<file path="config.mk">
export PLATFORM = sky130hd
export DESIGN_NAME = vector_commit_unit
export DESIGN_NICKNAME = d
export VERILOG_FILES = /design/src/rtl/vector_commit_unit_pkg.sv /design/src/rtl/vector_commit_unit_lane_cnt.sv /design/src/rtl/vector_commit_unit.sv
export SDC_FILE = /design/constraint.sdc
export NUM_CORES = 1
export LEC_CHECK = 0
export ABC_AREA = 0
export BUFFER_PORTS_ARGS = -buffer_cell sky130_fd_sc_hd__buf_2
export CAP_MARGIN = 20
export CORE_MARGIN = 1.5
export CORE_UTILIZATION = 55
export DETAILED_ROUTE_END_ITERATION = 12
export PLACE_DENSITY = 0.72
export SYNTH_ARGS = -nofsm -noshare
export SYNTH_HDL_FRONTEND = slang
export SYNTH_HIERARCHICAL = 1
export SYNTH_SLANG_ARGS = --single-unit
export TNS_END_PERCENT = 50
</file>
<file path="constraint.sdc">
create_clock -name clock -period 7.6 [get_ports clock]
set_input_delay 0.38 -clock clock [delete_from_list [all_inputs] [get_ports clock]]
set_output_delay 0.38 -clock clock [all_outputs]
set_load 0.05 [all_outputs]
</file>
<file path="src/rtl/vector_commit_unit_pkg.sv">
// Shared types for the vector commit unit: in-flight table entry and default sizing.
package vector_commit_unit_pkg;

    localparam int VCOMMIT_DEPTH   = 8;
    localparam int VCOMMIT_LANES   = 16;
    localparam int VCOMMIT_ISSUE_W = 8;

    typedef logic [VCOMMIT_ISSUE_W-1:0] issue_no_t;
    typedef logic [VCOMMIT_LANES-1:0]   lane_mask_t;

    typedef struct packed {
        issue_no_t  issue_no;
        lane_mask_t mask;
    } commit_entry_t;

endpackage

</file>
<file path="src/rtl/vector_commit_unit_lane_cnt.sv">
// Per-lane pending-commit and outstanding-entry counters with protocol error detect.
// Latency: counters update on the clock edge; pend_nz/err are combinational from state and inputs.
// Backpressure: none; a commit into a saturated counter is dropped and flagged.
module commit_lane_cnt #(
    parameter int DEPTH     = 8,
    parameter int WIDTH_CNT = $clog2(DEPTH + 1)
) (
    input  logic clock,
    input  logic reset,
    input  logic commit,
    input  logic accept,
    input  logic dec,
    output logic pend_nz,
    output logic err
);

    logic [WIDTH_CNT-1:0] pend;
    logic [WIDTH_CNT-1:0] outst;
    logic [WIDTH_CNT:0]   pend_inc;
    logic [WIDTH_CNT:0]   out_now;
    logic                 sat;

    // A commit is legal only while some in-flight entry (including one accepted
    // this cycle) still lacks this lane's commit.
    always_comb begin
        pend_inc = {1'b0, pend} + (WIDTH_CNT + 1)'(1);
        out_now  = {1'b0, outst} + (WIDTH_CNT + 1)'(accept);
        sat      = commit & ~dec & (pend == WIDTH_CNT'(DEPTH));
        err      = commit & ((pend_inc > out_now) | sat);
        pend_nz  = (pend != '0);
    end

    always_ff @(posedge clock or posedge reset) begin
        if (reset) begin
            pend  <= '0;
            outst <= '0;
        end else begin
            if (commit & ~dec & ~sat) begin
                pend <= pend + WIDTH_CNT'(1);
            end else if (~commit & dec) begin
                pend <= pend - WIDTH_CNT'(1);
            end
            if (accept & ~dec) begin
                outst <= outst + WIDTH_CNT'(1);
            end else if (~accept & dec) begin
                outst <= outst - WIDTH_CNT'(1);
            end
        end
    end

endmodule

</file>
<file path="src/rtl/vector_commit_unit.sv">
// Collects per-lane commit pulses and retires vector commands in issue order.
// Latency: retire decided from registered state, strobe registered one cycle later.
// Backpressure: O_Issue_Ready low when the table is full; issues while not ready are dropped and flagged.
module vector_commit_unit
    import vector_commit_unit_pkg::*;
#(
    parameter int NUM_LANES   = VCOMMIT_LANES,
    parameter int DEPTH       = VCOMMIT_DEPTH,
    parameter int WIDTH_ISSUE = VCOMMIT_ISSUE_W,
    parameter int WIDTH_CNT   = $clog2(DEPTH + 1)
) (
    input  logic                   clock,
    input  logic                   reset,
    input  logic                   I_Issue_Valid,
    input  logic [WIDTH_ISSUE-1:0] I_Issue_No,
    input  logic [NUM_LANES-1:0]   I_Lane_Mask,
    output logic                   O_Issue_Ready,
    input  logic [NUM_LANES-1:0]   I_Lane_Commit,
    output logic                   O_Commit,
    output logic [WIDTH_ISSUE-1:0] O_Commit_No,
    output logic                   O_Empty,
    output logic                   O_Error
);

    localparam int PTR_W = $clog2(DEPTH);

    commit_entry_t        tbl [DEPTH];
    commit_entry_t        head_ent;
    logic [PTR_W-1:0]     head;
    logic [PTR_W-1:0]     tail;
    logic [WIDTH_CNT-1:0] occ;
    logic                 accept;
    logic                 retire;
    logic [NUM_LANES-1:0] pend_nz;
    logic [NUM_LANES-1:0] lane_err;
    logic [NUM_LANES-1:0] dec;
    logic [NUM_LANES-1:0] acc_lane;

    assign head_ent      = tbl[head];
    assign O_Issue_Ready = (occ != WIDTH_CNT'(DEPTH));
    assign O_Empty       = (occ == '0);
    assign accept        = I_Issue_Valid & O_Issue_Ready;
    // Head retires once every lane in its mask holds a pending commit; mask 0 retires at once.
    assign retire        = ~O_Empty & (&(~head_ent.mask | pend_nz));
    assign dec           = {NUM_LANES{retire}} & head_ent.mask;
    assign acc_lane      = {NUM_LANES{accept}} & I_Lane_Mask;

    for (genvar l = 0; l < NUM_LANES; l++) begin : g_lane
        commit_lane_cnt #(
            .DEPTH     (DEPTH),
            .WIDTH_CNT (WIDTH_CNT)
        ) u_cnt (
            .clock   (clock),
            .reset   (reset),
            .commit  (I_Lane_Commit[l]),
            .accept  (acc_lane[l]),
            .dec     (dec[l]),
            .pend_nz (pend_nz[l]),
            .err     (lane_err[l])
        );
    end

    always_ff @(posedge clock or posedge reset) begin
        if (reset) begin
            for (int i = 0; i < DEPTH; i++) begin
                tbl[i] <= '0;
            end
            head        <= '0;
            tail        <= '0;
            occ         <= '0;
            O_Commit    <= 1'b0;
            O_Commit_No <= '0;
            O_Error     <= 1'b0;
        end else begin
            if (accept) begin
                tbl[tail] <= '{issue_no: I_Issue_No, mask: I_Lane_Mask};
                tail      <= tail + PTR_W'(1);
            end
            if (retire) begin
                head        <= head + PTR_W'(1);
                O_Commit_No <= head_ent.issue_no;
            end
            case ({accept, retire})
                2'b10:   occ <= occ + WIDTH_CNT'(1);
                2'b01:   occ <= occ - WIDTH_CNT'(1);
                default: occ <= occ;
            endcase
            O_Commit <= retire;
            if ((I_Issue_Valid & ~O_Issue_Ready) | (|lane_err)) begin
                O_Error <= 1'b1;
            end
        end
    end

endmodule

</file>
After elaboration in Yosys (flattened, before gate mapping)
Cells that the tools add are included.
W data, S select, Z words.
{ "op_classes": {"n_addsub": 100, "magnitude_cmp": 19, "n_eq_ne": 19, "mux": 71, "bitwise": 204, "reduce_logical": 53} }
{ "ops": {"columns": ["operator", "count"], "rows": [
  ["$mux W4", 64],
  ["$bwmux W192", 1],
  ["$add A4 B1 Y4 const B", 33],
  ["$sub A4 B1 Y4 const B", 33],
  ["$and A1 B1 Y1", 115],
  ["$add A4 B1 Y5", 16],
  ["$add A4 B1 Y5 const B", 16],
  ["$gt A5 B5 Y1", 16],
  ["$bmux W24 S3", 1],
  ["$demux W24 S3", 1],
  ["$mux W24", 3],
  ["$not A1 Y1", 66],
  ["$reduce_bool A2 Y1", 33],
  ["$eq A4 B4 Y1 const B", 16],
  ["$reduce_bool A4 Y1", 16],
  ["$and A16 B16 Y16", 2],
  ["$or A1 B1 Y1", 17],
  ["$not A16 Y16", 1],
  ["$or A16 B16 Y16", 1],
  ["$reduce_and A16 Y1", 1],
  ["$reduce_or A16 Y1", 1],
  ["$ge A4 B4 Y1 const B", 2],
  ["$not A3 Y4", 2],
  ["$pmux W4 S2", 1],
  ["7 further kinds", 8]
]} }
{ "totals": {"reg_bits": 340, "output_inout_bits": 12, "wordCells": 520} }

Longest topological paths before layout
Gate-level depths: netlist of run 1.
{ "logic_depth": {"depth_word": 16, "ltp_mapped": 19, "depth_no_buf": 15} }

Cells and area by module
The synthesis of run 1 kept the hierarchy.
{ "by_module_without_submodules": {"columns": ["module", "n_inst", "cells_per_inst", "area_per_inst_um2", "seq_area_each_um2"], "rows": [
  ["commit_lane_cnt", 16, 75, 755.7, 200.2],
  ["vector_commit_unit", 1, 651, 9844.4, 5305.1]
]} }

Worst setup path before layout of run 1
Ideal clock, no wire load.
{ "synth_timing": {"path_kind": "flip-flop to flip-flop", "startpoint": "register head[1]", "endpoint": "register g_lane[1].u_cnt.outst[3]", "t_arrival_ns": 3.938, "required_time_ns": 7.474, "setup_slack_ns": 3.536, "stages_incl_launch_ff": 17, "cell_sequence": "dfrtp_1 buf_6 mux4_2 mux2i_1 o32ai_1 nor4_2 nand3_2 buf_6 a2111oi_2 inv_1 ha_1 inv_1 ha_1 a21o_1 a2111oi_2 a31oi_1 a221o_1"} }
{ "synth_between": {"elab_chain_cells": 12, "word_cells_on_any_way": 14} }
{ "synth_lines": {"columns": ["element", "line", "source"], "rows": [
  ["start, declared", "vector_commit_unit.sv:29", "logic [PTR_W-1:0] head;"],
  ["start signal, assigned", "vector_commit_unit.sv:80", "head <= head + PTR_W'(1);"],
  ["$not A3 Y4 (not written as such) *", "vector_commit_unit.sv:39", "assign head_ent = tbl[head];"],
  ["$bmux W24 S3 *", "vector_commit_unit.sv:39", null],
  ["$mux W24 (not written as such) * (2 in a row)", "vector_commit_unit.sv:39", null],
  ["$not A16 Y16", "vector_commit_unit.sv:44", "assign retire = ~O_Empty & (&(~head_ent.mask | pend_nz));"],
  ["$or A16 B16 Y16", "vector_commit_unit.sv:44", null],
  ["$reduce_and A16 Y1", "vector_commit_unit.sv:44", null],
  ["$and A1 B1 Y1", "vector_commit_unit.sv:44", null],
  ["$and A16 B16 Y16 *", "vector_commit_unit.sv:45", "assign dec = {NUM_LANES{retire}} & head_ent.mask;"],
  ["via dec[1]", "vector_commit_unit.sv:36", "logic [NUM_LANES-1:0] dec;"],
  ["$not A1 Y1", "vector_commit_unit_lane_cnt.sv:43", "if (accept & ~dec) begin"],
  ["$and A1 B1 Y1", "vector_commit_unit_lane_cnt.sv:43", null],
  ["$mux W4 / $reduce_bool A2 Y1 (equally long branches)", null, null],
  ["end signal, assigned", "vector_commit_unit_lane_cnt.sv:44", "outst <= outst + WIDTH_CNT'(1);"],
  ["end signal, assigned", "vector_commit_unit_lane_cnt.sv:46", "outst <= outst - WIDTH_CNT'(1);"],
  ["end, declared", "vector_commit_unit_lane_cnt.sv:18", "logic [WIDTH_CNT-1:0] outst;"]
]} }
The timed path passes the listed nets; every way through them passes the cells marked *. The select of a mux whose other input is x is not followed.
A chain may end at the register's enable or synchronous reset.

Worst setup path in the final report of run 1
{ "layout_timing": {"startpoint": "register head[2]", "endpoint": "register g_lane[1].u_cnt.outst[3]"} }
Same word-level chain as after synthesis.

==> metrics.cfg, run 1 <==
[route]
wl_per_cell_um=19.7
post_detailed_route_count_of_antenna_violating_nets=0
dr_total_vias=14800
first_iter_violations=958
drt_pre_antenna_iters=5
routed_via_density=6.01
drc=0
finalWirelength_um=48400

[floorplan]
core-area_sq_um=39000
initial_core_util_pct=56.2
ioPinCount=55
fp.dieW_um=203
number_of_placement_rows=72
fp.dieH_um=203
design.die.area_sq_um=41100

[grt]
globalRoute.totalOverflow=0
grt_usage_pct=24.4
antenna_violations_before_repair=6
wire_length_of_the_first_global_routing_pass_um=80600
maximum_number_of_pins_on_one_net_before_global_route_repair=136
grt_pass1_vias=15300

[worst_setup_path]
cp_cell_sequence=buf_4, mux2_2, o22ai_1, o32ai_1, nor4_2, nand3_2, a2111oi_2, inv_1, ha_1, inv_1, ha_1, a21o_1, a2111oi_2, a31oi_1, a221o_1
crit_path_start_kind=flip-flop
largest_stage_delay_on_the_critical_path_ns=1.04
worst_ep_arrival_time_ns=6.71
timing_worst_setup_path_type=flip-flop to flip-flop
worstPathBufferInverterCount=3
end_kind=flip-flop
timing.critical_path.max_delay_family=compound AO/OA/AOI/OAI gates
crit_slowest_cell=sky130_fd_sc_hd__dfrtp_2
worst-endpoint-required_ns=8.04
worst-path-max-fanout=37

[synth]
largest_cells_by_area_after_synthesis=sky130_fd_sc_hd__dfrtp_1, sky130_fd_sc_hd__mux2_2, sky130_fd_sc_hd__ha_1, sky130_fd_sc_hd__mux4_2, sky130_fd_sc_hd__xnor2_1
synth_cells=1851
yosys.cell_count.top_type=sky130_fd_sc_hd__dfrtp_1
synthDominantCellAreaShare_pct=38.8
ffs_w_async_s_r_synth_pct=100
postSynthRegisterBits=340
synth_flop_cell=sky130_fd_sc_hd__dfrtp_1
synthesized_cell_area_sq_um=21900
yosysSeqAreaShare_pct=38.8
synthTopCellsByCount=sky130_fd_sc_hd__dfrtp_1, sky130_fd_sc_hd__mux2_2, sky130_fd_sc_hd__ha_1
synth_cell_types=47
number_of_enable_flip_flop_cells_after_synthesis=0
post_synth.cell_area_avg_sq_um=11.9
postSynthNetCount=2156
yosys_warnings=6
synth_area_leader_cell=sky130_fd_sc_hd__dfrtp_1

[run]
timing.max_cap.violations=0

[clock_tree]
ctsResizeCount=0
tritoncts=done
cts_setup_buffers=0
cts-root-to-sink-buffers=3
clk_latency_ns=0.60
cts_inserted_buffers=40
ctsRootBufferMaster=sky130_fd_sc_hd__clkbuf_16
ctsHoldBuffers=0
htree_num_levels=2
cts.reportedPaths.clkPinSlew_ns=0.06
clkSinkCount=340

[cells_and_area]
final-seq-area_sq_um=8510
flow.area_growth_from_synthesis_pct=9.23
post_route_cells_drive_above_1_share_pct=25.0
design.final.nets=2210
multi_input_comb_area_sq_um=12600
fillers=3022

[placed_design]
port_buffers=54
finalWeightedCongestion=0.872
post-dp-hpwl_um=33500

[sta]
period_share_pct=82.5
finClkSkew_ns=0.0429
timing.final.max_slew_violations=0
timing.final.hold_violations=0
worst-slew-pin-transition_ns=1.03
period_needed_ns=6.27
rsz0062_at_grt=no
endpoints_failing_setup=0
clock.fmax_mhz=159
normalized_max_slew_margin_pct=31.5
tns_ns=0

[hold_path]
holdCritPathClass=primary input to asynchronous set/reset pin

[status]
outcome=finished, final reports clean

stage by stage:
stage	cells	setup slack [ns]	util [%]	hold slack, ns	area [sq um]
2_1_floorplan	1851	1.43	-	0.196	21900
3_3_place_gp	2381	1.45	58.1	0.480	22700
3_5_place_dp	2381	1.44	58.1	0.487	22700
4_1_cts	2452	1.42	61.4	0.0879	24000
5_1_grt	2456	1.01	61.4	0.109	24000
6_report	2456	1.33	61.4	0.0827	24000
layout by cell type, fill, tap and decap left out, drive strengths merged, types with 49 or more instances in the layout:
| master | netlist | layout |
|---|---|---|
| buf | 41 | 67 |
| mux2 | 277 | 277 |
| xnor2 | 86 | 86 |
| nand2 | 58 | 58 |
| xor2 | 66 | 66 |
| inv | 134 | 135 |
| a21oi | 49 | 49 |
| clkbuf | 14 | 58 |
| nand3 | 68 | 68 |
| dfrtp | 340 | 340 |
| ha | 229 | 229 |
cell families after synthesis:
logic type | after synthesis | synth area share [%]
compound gates | 248 | 8.24
buf+inv | 190 | 3.70
mux | 342 | 19.3
flops | 340 | 38.8
simple gates | 317 | 7.87
xor+xnor | 152 | 6.07
fa+ha+maj | 262 | 16.1
sequential cells by signal, summed over array words and instances (netlist names):
| register | cells |
|---|---|
| O_Commit_No | 8 |
| O_Error | 1 |
| g_lane.u_cnt/outst | 64 |
| head | 3 |
| g_lane.u_cnt/pend | 64 |
| tail | 3 |
| tbl | 192 |
| O_Commit | 1 |
| occ | 4 |
final cells by class:
class,instances,share of cell area [%]
multi-input cells,1321,52.7
repair buffers,67,1.54
inverters,135,2.15
clock inverters,13,0.627
flip-flops and latches,340,35.5
diodes,4,0.0418
clock buffers,58,4.71
well taps,518,2.70
worst paths after layout:
check                               from  slack, ns  depth (start not counted)                   endpoint
setup reg to reg                 head[2]       1.33                         15   g_lane[1].u_cnt/outst[3]
max in group asynchronous          reset       5.66                          3                    head[0]
hold reg to reg                  tbl[32]       0.50                          1                    tbl[32]
min in group clock         I_Issue_No[1]       0.12                          2                    tbl[89]
setup / recovery                 head[2]       1.33                         15   g_lane[1].u_cnt/outst[3]
hold / removal                     reset       0.08                          2  g_lane[13].u_cnt/outst[0]
worst register-to-register path, cell delays in order, from the launching register on:
cell,delay [ns]
sky130_fd_sc_hd__dfrtp_2,1.04
sky130_fd_sc_hd__buf_4,0.42
sky130_fd_sc_hd__mux2_2,0.38
sky130_fd_sc_hd__o22ai_1,0.22
sky130_fd_sc_hd__o32ai_1,0.15
sky130_fd_sc_hd__nor4_2,0.51
sky130_fd_sc_hd__nand3_2,0.91
sky130_fd_sc_hd__a2111oi_2,0.70
sky130_fd_sc_hd__inv_1,0.13
sky130_fd_sc_hd__ha_1,0.25
sky130_fd_sc_hd__inv_1,0.16
sky130_fd_sc_hd__ha_1,0.27
sky130_fd_sc_hd__a21o_1,0.23
sky130_fd_sc_hd__a2111oi_2,0.37
sky130_fd_sc_hd__a31oi_1,0.09
sky130_fd_sc_hd__a221o_1,0.33
metal layers:
metal | share of wire, % | up-vias | track usage, %
li1 | - | 6878 | -
met2 | 48 | 323 | 40.4
met1 | 45 | 7480 | 33.4
met5 | 0.056 | - | 0
met4 | 2.4 | 4 | 7.09
met3 | 4.5 | 83 | 3.68
Power of run 1 is not shown: default switching activity piles up to over one toggle a cycle in this logic, so the estimate is an artifact.
==> run 2, diff against run 1 <==
Clock period 7.6 ns to 5.8 ns, I/O delays scaled along.
==> run 2 against run 1 <==
  * Core utilization is 0.43 points higher
  * Via count decreased by 0.22%
  * Hold slack worse by 0.052 ns
  * Register-to-register slack got worse by 0.70 ns
  * Maximum frequency rose by 21%
  * Flip-flop and latch count did not move
  * Sequential share of layout area decreased by 0.25 points
  * Final cell count is 0.24% higher
  * Clock skew fell by 0.013 ns
  * First-iteration DRC count shrank 19%
==> metrics.cfg, run 2 (same netlist as run 1, synthesis figures left out) <==
[clock_tree]
tritoncts=done
cts_setup_buffers=0
cts.reportedPaths.clkPinSlew_ns=0.06
cts-root-to-sink-buffers=3
clk_latency_ns=0.59
ctsRootBufferMaster=sky130_fd_sc_hd__clkbuf_16
ctsHoldBuffers=1
cts_inserted_buffers=40
ctsResizeCount=0
htree_num_levels=2
clkSinkCount=340

[hold_path]
hp-start=I_Issue_No[7]
timing.hold.worst_path_depth=2
holdCritPathClass=primary input to flip-flop
hold_path_end=tbl[119]

[grt]
globalRoute.totalOverflow=0
groute.layer.met1.usage_pct=33.4
grt-busiest-layer=met2
grt.met2_usage_pct=41.6
maximum_number_of_pins_on_one_net_before_global_route_repair=114
antenna_violations_before_repair=4
grt_pass1_vias=15700
wire_length_of_the_first_global_routing_pass_um=82000
grt.met3_usage_pct=3.50
grt_usage_pct=24.9

[sta]
tns_ns=0
timing.final.max_slew_violations=0
period_needed_ns=5.17
endpoints_failing_setup=0
worst-slew-pin-transition_ns=0.904
timing.final.hold_violations=0
clock.fmax_mhz=193
finClkSkew_ns=0.0297
period_share_pct=89.2
normalized_max_slew_margin_pct=39.5
rsz0062_at_grt=no

[cells_and_area]
layout_commonest_cell=sky130_fd_sc_hd__dfrtp_1
leading_cell_types_in_the_layout_fill_and_taps_excluded=sky130_fd_sc_hd__dfrtp_1, sky130_fd_sc_hd__mux2_2, sky130_fd_sc_hd__ha_1
largestRegisters=tbl (192), g_lane.u_cnt/outst (64), g_lane.u_cnt/pend (64)
fillers=3098
multi_input_comb_area_sq_um=12600
post_route_cells_drive_above_1_share_pct=25.6
flow.area_growth_from_synthesis_pct=10.0
largest_reg_flops=192
final-seq-area_sq_um=8510
top_register=tbl
design.final.nets=2218

[route]
drc=0
drt_pre_antenna_iters=5
routed_via_density=5.98
post_detailed_route_count_of_antenna_violating_nets=0
first_iter_violations=772
dr_total_vias=14700
finalWirelength_um=48900
wl_per_cell_um=19.9

[run]
timing.max_cap.violations=0

[worst_setup_path]
ff2ff_setup_slack_ns=0.63
timing_worst_setup_path_type=flip-flop to flip-flop
end_kind=flip-flop
worst_ep_arrival_time_ns=5.64
worst-path-max-fanout=29
regToRegEndpoint=g_lane[10].u_cnt/outst[3]
cp_cell_sequence=buf_4, mux4_2, mux2i_1, nor2_1, nor4_1, nand3_2, buf_4, nor3_1, inv_1, ha_1, inv_1, ha_1, a21o_1, a2111oi_2, a31oi_1, a221o_1
rr_startpoint=head[2]
worst-endpoint-required_ns=6.26
worstRegToRegCells=16
crit_path_start_kind=flip-flop
largest_stage_delay_on_the_critical_path_ns=0.85
crit_slowest_cell=sky130_fd_sc_hd__dfrtp_2

[floorplan]
fp.dieH_um=203
fp.dieW_um=203
initial_core_util_pct=56.2
core-area_sq_um=39000
design.die.area_sq_um=41100
number_of_placement_rows=72
ioPinCount=55

[placed_design]
finalWeightedCongestion=0.845
port_buffers=54
post-dp-hpwl_um=34400

[status]
outcome=finished, final reports clean

run 2: worst max path at each step:
stage               startpoint                   endpoint  slack, ns  cells past startpoint
floorplan              head[1]   g_lane[7].u_cnt/outst[3]       1.74                     16
global placement       head[2]  g_lane[13].u_cnt/outst[3]       0.87                     16
detailed placement     head[2]  g_lane[13].u_cnt/outst[3]       0.76                     16
CTS                    head[2]  g_lane[10].u_cnt/outst[3]       0.72                     16
global route           head[2]  g_lane[10].u_cnt/outst[3]       0.44                     16
finish                 head[2]  g_lane[10].u_cnt/outst[3]       0.63                     16
run 2: area by class of cell:
cell class,count,area share (%)
tap,518,2.69
timing repair buffer,75,1.89
antenna,2,0.0207
inverter,135,2.12
sequential,340,35.3
clock inverter,19,1.08
multi-input combinational,1321,52.3
clock buffer,52,4.58
run 2: per-stage QoR:
step | util, % | area (sq um) | instances | worst slack [ns] | hold slack, ns
after global routing | 61.9 | 24100 | 2462 | 0.435 | 0.0397
after detailed placement | 58.3 | 22700 | 2387 | 0.759 | 0.488
final | 61.9 | 24100 | 2462 | 0.625 | 0.0305
after global placement | 58.3 | 22700 | 2387 | 0.874 | 0.481
after CTS | 61.8 | 24100 | 2459 | 0.723 | 0.0121
after floorplan | - | 21900 | 1851 | 1.74 | 0.106
run 2: critical path: cells and delay by family, from the launching register on:
family | cells | cell delay (ns)
compound gates | 4 | 1.02
fa+ha+maj | 2 | 0.54
buf+inv | 4 | 0.87
flops | 1 | 0.85
mux | 2 | 0.66
simple gates | 4 | 1.10
run 2: per-layer routing:
metal / vias up / share of wire, %
met5: - / 0.057
met4: 4 / 2.7
met3: 82 / 3.7
met2: 262 / 49
met1: 7483 / 45
li1: 6904 / -
Power of run 2 is left out for the same reason.
